==> config.mk <==
export PLATFORM = sky130hd
export DESIGN_NAME = lag_arb_requester_flat
export DESIGN_NICKNAME = d
export VERILOG_FILES = /design/src/rtl/lag_arb_pkg.sv /design/src/rtl/lag_arb_requester_if.sv /design/src/rtl/lag_req_slot.sv /design/src/rtl/lag_arb_requester.sv /design/src/flat_wrapper.sv
export SDC_FILE = /design/constraint.sdc
export NUM_CORES = 1
export LEC_CHECK = 0
export CORE_UTILIZATION = 40
export CTS_CLUSTER_DIAMETER = 50
export DETAILED_ROUTE_END_ITERATION = 8
export GPL_TIMING_DRIVEN = 0
export PLACE_DENSITY = 0.54
export SYNTH_ARGS = -nofsm -noshare
export SYNTH_HDL_FRONTEND = slang
export SYNTH_SLANG_ARGS = --single-unit
==> constraint.sdc <==
create_clock -name clk -period 5.6 [get_ports clk]
set_input_delay 1.12 -clock clk [delete_from_list [all_inputs] [get_ports clk]]
set_output_delay 1.12 -clock clk [all_outputs]
set_load 0.05 [all_outputs]
==> src/rtl/lag_arb_pkg.sv <==
`default_nettype none
// ============================================================================
//  Module  : lag_arb_pkg
//  Purpose : Shared definitions for the arbiter requester: a counter-width
//            helper and the per-port state record (pending count and
//            starvation counter).
//  Ports   : none (package)
//  Rev     : 1.0  initial release
// ============================================================================
package lag_arb_pkg;

  // Bits needed to hold the values 0..max_val.
  function automatic int cnt_width(input int max_val);
    return (max_val < 2) ? 1 : $clog2(max_val + 1);
  endfunction

  // Largest DEPTH / STARVE_LIM the per-port state record can hold. Both
  // fields share this width so one record type serves every parameterisation
  // up to this limit; the upper bits simply stay zero for small limits.
  localparam int LAG_MAX_LIM = 255;
  localparam int LAG_FW      = cnt_width(LAG_MAX_LIM);

  typedef struct packed {
    logic [LAG_FW-1:0] cnt;         // pending requests, 0..DEPTH
    logic [LAG_FW-1:0] starve_ctr;  // cycles requested without service
  } slot_state_t;

endpackage
`default_nettype wire

==> src/rtl/lag_arb_requester_if.sv <==
`default_nettype none
// ============================================================================
//  Module  : lag_arb_requester_if
//  Purpose : Bundles the client-push and arbiter-handshake signals of the
//            requester.
//  Signals : push[SIZE]        per-port pulse, add one pending request
//            push_ready[SIZE]  port can accept a push
//            request[SIZE]     to arbiter, port has a pending request
//            grant[SIZE]       from arbiter, one-hot or zero
//            success           grant is final this cycle
//            served[SIZE]      registered retire pulse
//            starve[SIZE]      port waited STARVE_LIM cycles unserved
//            err               sticky protocol-error flag
//  Modports: master drives push/grant/success (clients + arbiter side),
//            slave is the requester itself.
//  Rev     : 1.0  initial release
// ============================================================================
interface lag_arb_requester_if #(
  parameter int unsigned SIZE = 20
);
  logic [SIZE-1:0] push;
  logic [SIZE-1:0] push_ready;
  logic [SIZE-1:0] request;
  logic [SIZE-1:0] grant;
  logic            success;
  logic [SIZE-1:0] served;
  logic [SIZE-1:0] starve;
  logic            err;

  modport master (
    output push, grant, success,
    input  push_ready, request, served, starve, err
  );

  modport slave (
    input  push, grant, success,
    output push_ready, request, served, starve, err
  );
endinterface
`default_nettype wire

==> src/rtl/lag_req_slot.sv <==
`default_nettype none
// ============================================================================
//  Module  : lag_req_slot
//  Purpose : One client port of the requester: pending-request counter,
//            starvation counter, registered served pulse and overflow detect.
//  Ports   : clk, rst        clock, synchronous active-high reset
//            push_i          add one pending request
//            grant_i         arbiter grant for this port
//            success_i       grant is final this cycle
//            push_ready_o    pending count below DEPTH
//            request_o       at least one request pending
//            served_o        one request retired on the previous edge
//            starve_o        starvation counter at STARVE_LIM
//            ovf_o           push dropped because the port is full (comb.)
//  Rev     : 1.0  initial release
// ============================================================================
module lag_req_slot
  import lag_arb_pkg::*;
#(
  parameter int unsigned DEPTH      = 4,
  parameter int unsigned STARVE_LIM = 15
) (
  input  logic clk,
  input  logic rst,
  input  logic push_i,
  input  logic grant_i,
  input  logic success_i,
  output logic push_ready_o,
  output logic request_o,
  output logic served_o,
  output logic starve_o,
  output logic ovf_o
);

  localparam logic [LAG_FW-1:0] C_DEPTH = LAG_FW'(DEPTH);
  localparam logic [LAG_FW-1:0] C_LIM   = LAG_FW'(STARVE_LIM);
  localparam logic [LAG_FW-1:0] C_ONE   = LAG_FW'(1);

  slot_state_t st_q, st_d;
  logic        served_q;
  logic        w_req;
  logic        w_ready;
  logic        w_ret;

  // request/push_ready come from registered state only, so grant never
  // reaches request combinationally.
  assign w_req   = (st_q.cnt != '0);
  assign w_ready = (st_q.cnt != C_DEPTH);
  assign w_ret   = grant_i & success_i & w_req;

  // A full port still accepts a push when the same cycle retires one.
  assign ovf_o   = push_i & ~w_ready & ~w_ret;

  always_comb begin
    st_d = st_q;

    if (push_i && !w_ret && w_ready) begin
      st_d.cnt = st_q.cnt + C_ONE;
    end else if (w_ret && !push_i) begin
      st_d.cnt = st_q.cnt - C_ONE;
    end

    if (w_ret || !w_req) begin
      st_d.starve_ctr = '0;
    end else if (st_q.starve_ctr != C_LIM) begin
      st_d.starve_ctr = st_q.starve_ctr + C_ONE;
    end
  end

  always_ff @(posedge clk) begin
    if (rst) begin
      st_q     <= '0;
      served_q <= 1'b0;
    end else begin
      st_q     <= st_d;
      served_q <= w_ret;
    end
  end

  assign push_ready_o = w_ready;
  assign request_o    = w_req;
  assign served_o     = served_q;
  assign starve_o     = (st_q.starve_ctr == C_LIM);

endmodule
`default_nettype wire

==> src/rtl/lag_arb_requester.sv <==
`default_nettype none
// ============================================================================
//  Module  : lag_arb_requester
//  Purpose : Initiator side of the switch-allocation arbiter handshake. Keeps
//            up to DEPTH pending requests per client port, drives the request
//            vector, retires one request per successful grant and flags
//            starvation and protocol errors.
//  Ports   : clk   clock, all state on posedge
//            rst   synchronous active-high reset
//            bus   lag_arb_requester_if.slave (push/grant/success in;
//                  push_ready/request/served/starve/err out)
//  Rev     : 1.0  initial release
// ============================================================================
module lag_arb_requester
  import lag_arb_pkg::*;
#(
  parameter int unsigned SIZE       = 20,
  parameter int unsigned DEPTH      = 4,
  parameter int unsigned STARVE_LIM = 15
) (
  input  logic                clk,
  input  logic                rst,
  lag_arb_requester_if.slave  bus
);

  logic [SIZE-1:0] w_ready;
  logic [SIZE-1:0] w_req;
  logic [SIZE-1:0] w_served;
  logic [SIZE-1:0] w_starve;
  logic [SIZE-1:0] w_ovf;
  logic            w_multi;
  logic            w_unreq;
  logic            err_q, err_d;

  generate
    for (genvar gi = 0; gi < int'(SIZE); gi++) begin : g_slot
      lag_req_slot #(
        .DEPTH      (DEPTH),
        .STARVE_LIM (STARVE_LIM)
      ) u_slot (
        .clk          (clk),
        .rst          (rst),
        .push_i       (bus.push[gi]),
        .grant_i      (bus.grant[gi]),
        .success_i    (bus.success),
        .push_ready_o (w_ready[gi]),
        .request_o    (w_req[gi]),
        .served_o     (w_served[gi]),
        .starve_o     (w_starve[gi]),
        .ovf_o        (w_ovf[gi])
      );
    end
  endgenerate

  // More than one grant bit: clearing the lowest set bit leaves a residue.
  assign w_multi = ((bus.grant & (bus.grant - SIZE'(1))) != '0);

  // A speculative grant to an idle port is fine; only a final one is an error.
  assign w_unreq = (|(bus.grant & ~w_req)) & bus.success;

  assign err_d = err_q | w_multi | w_unreq | (|w_ovf);

  always_ff @(posedge clk) begin
    if (rst) begin
      err_q <= 1'b0;
    end else begin
      err_q <= err_d;
    end
  end

  assign bus.push_ready = w_ready;
  assign bus.request    = w_req;
  assign bus.served     = w_served;
  assign bus.starve     = w_starve;
  assign bus.err        = err_q;

endmodule
`default_nettype wire
==> src/flat_wrapper.sv <==
// flat-port wrapper written by rule: the top's interface ports become plain ports
module lag_arb_requester_flat import lag_arb_pkg::*;
#(
  parameter int unsigned SIZE       = 20,
  parameter int unsigned DEPTH      = 4,
  parameter int unsigned STARVE_LIM = 15
)
  (clk, rst, bus_push, bus_grant, bus_success, bus_push_ready, bus_request, bus_served, bus_starve, bus_err);
  lag_arb_requester_if #(.SIZE(SIZE)) bus_i ();
  input  logic clk;
  input  logic rst;
  input wire logic [$bits(bus_i.push)-1:0] bus_push;
  input wire logic [$bits(bus_i.grant)-1:0] bus_grant;
  input wire logic [$bits(bus_i.success)-1:0] bus_success;
  output wire logic [$bits(bus_i.push_ready)-1:0] bus_push_ready;
  output wire logic [$bits(bus_i.request)-1:0] bus_request;
  output wire logic [$bits(bus_i.served)-1:0] bus_served;
  output wire logic [$bits(bus_i.starve)-1:0] bus_starve;
  output wire logic [$bits(bus_i.err)-1:0] bus_err;
  assign bus_i.push = bus_push;
  assign bus_i.grant = bus_grant;
  assign bus_i.success = bus_success;
  assign bus_push_ready = bus_i.push_ready;
  assign bus_request = bus_i.request;
  assign bus_served = bus_i.served;
  assign bus_starve = bus_i.starve;
  assign bus_err = bus_i.err;
  lag_arb_requester #(.SIZE(SIZE), .DEPTH(DEPTH), .STARVE_LIM(STARVE_LIM)) u_core (.clk(clk), .rst(rst), .bus(bus_i));
endmodule
==> results.toml, run 1 <==
[outcome]
outcome = "complete, no violations"

[clock_network]
cts_tree = "built"
cts_setup_buffers = 0
postCtsHoldBufs = 0
cts_root_buf = "clkbuf_16"
worstSkewPairLatency_ps = 590
htree_levels = 2
clkTransAtPathRegs_ps = 50
numCtsBuffers = 49
cts_buffer_depth = 3
cts.sinks = 341
cts-resized-gates = 0

[synthesis]
ys.warnings.count = 0
netlist.area_leader.share_pct = 32.6
syn_inst = 2507
synth_top_area_cell = "dfxtp_1"
ys_async_sr_fraction_pct = 0
avgSynthCellArea_um2 = 8.35
synth_seq_cells = 341
synth_top_cells_by_count = "nor2_1 (357), dfxtp_1 (341), nand2_1 (166), a21oi_1 (155), nand3_1 (142)"
synth-edff-count = 0
synth_seq_area_share_pct = 32.6
synth.most_common_cell = "nor2_1"
synth.net_count = 2710
yosys_most_used_dff = "dfxtp_1"
ys_top_cells_by_area = "dfxtp_1 (33%), ha_1 (8.4%), nor2_1 (6.4%), xor2_1 (4.9%), a21oi_1 (3.7%)"
syn_area_um2 = 20900
netlist-cell-type-count = 69

[pwr]
p_total_mw = 15.1
ir_drop_mv = 0.553
power_density_nw_per_um2 = 611
combPwrFrac_pct = 53.3
p_clk_share_pct = 21.0
power_frac_seq_pct = 25.8
p_leak_nw = 10.4
internal_power_mw = 8.48
swShare_pct = 43.7
p_switching_mw = 6.59

[route]
wl_met1_mm = 27.0
met3_length_mm = 3.16
via_per_inst = 5.38
num_vias = 18300
wirelength_mm = 56.9
dr.pass1.iters = 5
ant_nets = 0
drt_iter0_drc = 957
drcViolationCount = 0
wl_met2_mm = 25.0
wire_per_inst_um = 16.7
top_layer = "met5"

[final_layout]
num-nets-final = 2883
synthToLayoutAreaGrowth_pct = 17.9
drive_gt1_share_pct = 9.20
fillers = 5067
final_util_pct = 47.9

[sta]
worstMarginPinSlew_ps = 1170
slew_violations = 0
finClkSkew_ps = 25.4
rsz0062_at_grt = "false"
min_period_over_period_pct = 78.5
min_period_ps = 4390
final-setup-viol-count = 0
tns_ps = 0
fmax_mhz = 228
hold_violations = 0
slew_headroom_pct = 22.0

[floorplanning]
rows = 83
coreArea_um2 = 51500
die_area_um2 = 53200
pin_count = 124
die_h_um = 231
initial_utilization_pct = 40.6
die_x_um = 231

[worst_setup_path]
critPathCaptureType = "flop"
crit_fanout = 10
arrival_ps = 4790
rr_startpoint = "u_core.g_slot[12].u_slot.st_q[11]"
worstPathRequired_ps = 6000
r2r_end = "u_core.g_slot[12].u_slot.st_q[15]"
worstSetupStartpointType = "input port"
critical_path_class = "in -> reg"
rr_worst_depth = 10
reg2reg_slack_ps = 2080

[global_route]
overflow = 0
grtUsageTotal_pct = 21.2
grt_max_degree = 13
grt_pass1_vias = 17500
antenna_found_initial = 2
grt_pass1_wl_mm = 90.8

[hold_path]
hold_path_class = "reg -> reg"
min-delay-start = "u_core.g_slot[10].u_slot.st_q[1]"
hold_end = "u_core.g_slot[10].u_slot.st_q[1]"
whs_path_depth = 2

[placement]
place_congestion = 0.873
io_buffers = 122
place_hpwl_mm = 42.2

[job]
cap_viol_max_count = 0
critical path, cell delays in order:
cell             delay, ps
clkdlybuf4s50_1        560
clkbuf_1               730
clkbuf_1               430
clkbuf_1               910
buf_1                  810
nor3_1                 220
kinds of logic (layout without fill, tap and decap cells):
logic type / after synthesis / after routing / share of synthesized area [%]
compound gates: 510 / 510 / 16.9
flops: 341 / 341 / 32.6
buf+inv: 239 / 450 / 5.95
other cells: 0 / 1 / 0
mux: 16 / 16 / 0.765
simple gates: 1044 / 1044 / 25.2
xor+xnor: 196 / 196 / 8.20
fa+ha+maj: 161 / 161 / 10.3
area by class of cell:
type,instances,area (µm²),share of cell area [%]
diodes,1,2.50,0.0101
well taps,680,851,3.45
flip-flops and latches,341,6830,27.7
repair buffers,122,1220,4.95
multi-input cells,1927,12900,52.1
clock inverters,22,249,1.01
clock buffers,67,1430,5.78
inverters,108,405,1.64
plain buffers,131,840,3.40
registers in the layout (all words and copies together) (netlist names):
signal and cells:
u_core.bus.err 1, u_core.g_slot.u_slot.st_q 320, u_core.g_slot.u_slot.served_o 20
power groups by stage:
stage                     combinational [mW]  clock (mW)  sequential (mW)
after floorplan                         6.28           0             3.73
after detailed placement                7.98           0             3.91
after global routing                    8.99        3.35             3.99
final                                   8.03        3.16             3.88
after CTS                               8.03        3.25             3.87
after global placement                  7.80           0             3.89
layout by cell type, fill, tap and decap left out, types with 9 or more instances in the layout:
| master | instances |
|---|---|
| nor2_1 | 357 |
| dfxtp_1 | 341 |
| nand2_1 | 166 |
| a21oi_1 | 155 |
| nand3_1 | 142 |
| ha_1 | 140 |
| clkdlybuf4s50_1 | 122 |
| xor2_1 | 117 |
| inv_1 | 107 |
| buf_4 | 88 |
| a21o_1 | 82 |
| xnor2_1 | 79 |
| nor3_1 | 69 |
| and3_1 | 58 |
| o21ai_0 | 52 |
| clkbuf_16 | 50 |
| nor3b_1 | 45 |
| a211oi_1 | 43 |
| nor4_1 | 34 |
| nor2b_1 | 34 |
| clkbuf_1 | 31 |
| o21bai_1 | 29 |
| or3_1 | 22 |
| and2_1 | 22 |
| fa_1 | 20 |
| a2111oi_0 | 18 |
| nand4_1 | 18 |
| mux2i_1 | 16 |
| nand2b_1 | 15 |
| buf_2 | 14 |
| o31ai_1 | 14 |
| nor4_2 | 13 |
| a31oi_1 | 12 |
| a2111oi_2 | 12 |
| clkbuf_8 | 11 |
| nor4b_1 | 10 |
| or2_2 | 10 |
| o211ai_1 | 10 |
| a311oi_1 | 9 |
| clkinv_2 | 9 |
layer usage:
metal	GRT usage, %	vias to the layer above
met4	7.39	4
met3	3.15	105
met5	0	-
met1	29.0	8529
li1	-	9236
met2	33.7	397
worst max path at each step:
stage,end,cells past startpoint,startpoint
6_report,u_core.g_slot[9].u_slot.served_o,6,rst
5_1_grt,u_core.g_slot[18].u_slot.st_q[14],13,bus_success
4_1_cts,u_core.g_slot[9].u_slot.served_o,6,rst
3_5_place_dp,u_core.g_slot[9].u_slot.served_o,6,rst
3_3_place_gp,u_core.g_slot[9].u_slot.served_o,6,rst
2_1_floorplan,u_core.g_slot[10].u_slot.st_q[15],11,bus_success
per-stage QoR:
stage	instance area, µm²	std cells	hold slack (ps)	setup WS, ps
after floorplan	20900	2507	444	2110
after global placement	23000	3309	455	600
after detailed placement	23000	3309	465	567
after CTS	24700	3398	471	1160
after global routing	24700	3398	492	996
final	24700	3399	468	1210
Power figures use the tool's default switching activity.
==> inputs of run 2 (changes only) <==
Clock period 5.6 ns to 4.05 ns, I/O delays scaled along.
==> run 2 against run 1 <==
Net effect: die area is the same; non-clock buffer count is the same; cell count hardly changed; count of clock-buffer cells in the layout is the same.
==> results.toml, run 2 (synthesis results as in run 1) <==
[pwr]
power_frac_seq_pct = 25.7
p_switching_mw = 9.13
internal_power_mw = 11.7
ir_drop_mv = 0.765
swShare_pct = 43.7
p_leak_nw = 10.4
power_density_nw_per_um2 = 845
combPwrFrac_pct = 53.3
p_clk_share_pct = 20.9

[route]
ant_nets = 0
num_vias = 18300
wirelength_mm = 57.0
dr.pass1.iters = 5
drcViolationCount = 0
drt_iter0_drc = 961
wire_per_inst_um = 16.8
via_per_inst = 5.39

[worst_setup_path]
crit_chain = "clkdlybuf4s50_1, clkbuf_1, clkbuf_1, clkbuf_1, clkbuf_1, a211oi_1"
critical_path_class = "in -> reg"
worstPathRequired_ps = 4450
crit_fanout = 10
worstSetupStartpointType = "input port"
critPathCaptureType = "flop"
arrival_ps = 4200
cpPeakStageDelay_ps = 830
path_common_cell = "clkbuf_1"
slowest_stage = "clkbuf_1"

[placement]
place_congestion = 0.873
io_buffers = 122
dpl-instance-area_um2 = 23000
place_hpwl_mm = 42.2
dp_cells = 3309
post-place-ws_ps = -673

[clock_network]
worstSkewPairLatency_ps = 590
htree_levels = 2
clkTransAtPathRegs_ps = 50
cts_buffer_depth = 3
cts_root_buf = "clkbuf_16"
cts.sinks = 341
cts_setup_buffers = 0
cts_tree = "built"
numCtsBuffers = 49
postCtsHoldBufs = 0

[final_layout]
layout_commonest_cell = "nor2_1"
drive_gt1_share_pct = 9.31
multiInputGateArea_um2 = 12900
ff_latch_area_um2 = 6830
synthToLayoutAreaGrowth_pct = 18.0
diodes = 0
fillers = 5068
top_register = "u_core.g_slot.u_slot.st_q"
largest_reg_flops = 320
layout_common_cells = "nor2_1 (357), dfxtp_1 (341), nand2_1 (165), a21oi_1 (155), nand3_1 (142)"
num-nets-final = 2883
stdcell_count = 3398
fin_area_um2 = 24700

[global_route]
use_met1_pct = 29.0
grt_max_degree = 13
grt_pass1_wl_mm = 90.8
antenna_found_initial = 2
grt_pass1_vias = 17500
grt.busiest_layer = "met2"
grtUsageTotal_pct = 21.2
overflow = 0
use_met3_pct = 3.15
grt_use_met2_pct = 33.7

[job]
cap_viol_max_count = 0

[outcome]
outcome = "complete, no violations"

[floorplanning]
die_area_um2 = 53200
die_x_um = 231
pin_count = 124
rows = 83
coreArea_um2 = 51500
die_h_um = 231
initial_utilization_pct = 40.6

[sta]
min_period_over_period_pct = 93.7
slew_violations = 0
slew_headroom_pct = 23.8
layout_setup_ws_ps = 256
final-setup-viol-count = 0
worstMarginPinSlew_ps = 1140
finClkSkew_ps = 24.7
min_period_ps = 3790
hold_violations = 0
rsz0062_at_grt = "false"
fmax_mhz = 264

[hold_path]
hold_path_class = "reg -> reg"
[run 2: cell type report]
cell class	instances	share of cell area, %
flip-flops and latches	341	27.7
plain buffers	131	3.42
multi-input cells	1927	52.1
clock inverters	22	1.01
inverters	108	1.64
repair buffers	122	4.95
well taps	680	3.45
clock buffers	67	5.77
[run 2: through the flow]
stage | setup TNS, ps | util, % | hold slack, ps | power [mW]
3_5_place_dp | -75720 | 44.6 | 465 | 16.4
5_1_grt | 0 | 47.9 | 492 | 22.6
6_report | 0 | 47.9 | 468 | 20.9
4_1_cts | 0 | 47.9 | 471 | 21.0
2_1_floorplan | 0 | - | 444 | 13.8
3_3_place_gp | -68400 | 44.6 | 455 | 16.2
[run 2: per-layer routing]
layer / part of all wire [%] / routed length, µm / vias to the layer above
li1: - / - / 9233
met1: 48 / 27300 / 8552
met2: 44 / 25000 / 409
met3: 5.1 / 2890 / 108
met4: 3.1 / 1760 / 4
met5: 0.037 / 21 / -
[run 2: repair_timing]
item,in CTS,in global routing
endpoints found under the setup margin,25,4
resized for setup,2,6
cloned,0,0
[run 2: path summary, 6_finish.rpt]
| path | cells past startpoint | slack, ps | endpoint | start |
|---|---|---|---|---|
| hold reg to reg | 2 | 470 | u_core.g_slot[10].u_slot.st_q[1] | u_core.g_slot[10].u_slot.st_q[1] |
| setup / recovery | 6 | 260 | u_core.g_slot[3].u_slot.st_q[10] | rst |
| hold / removal | 2 | 470 | u_core.g_slot[10].u_slot.st_q[1] | u_core.g_slot[10].u_slot.st_q[1] |
| setup reg to reg | 10 | 700 | u_core.g_slot[12].u_slot.st_q[15] | u_core.g_slot[12].u_slot.st_q[11] |
[run 2: critical path, delay by kind of cell]
| family | cells | cell delay, ps |
|---|---|---|
| AO/OA/AOI/OAI | 1 | 100 |
| buffers and inverters | 5 | 3270 |
[run 2: power groups by stage]
stage / Clock (mW) / Combinational [mW] / Sequential (mW)
5_1_grt: 4.63 / 12.4 / 5.52
4_1_cts: 4.49 / 11.1 / 5.35
3_5_place_dp: 0 / 11.0 / 5.41
6_report: 4.37 / 11.1 / 5.37
3_3_place_gp: 0 / 10.8 / 5.38
2_1_floorplan: 0 / 8.68 / 5.16
==> inputs of run 3 (changes only) <==
Settings changed: SLEW_MARGIN from default to 20.
==> results of run 3 <==
Final layout, timing and power as in run 2 (identical DEF).
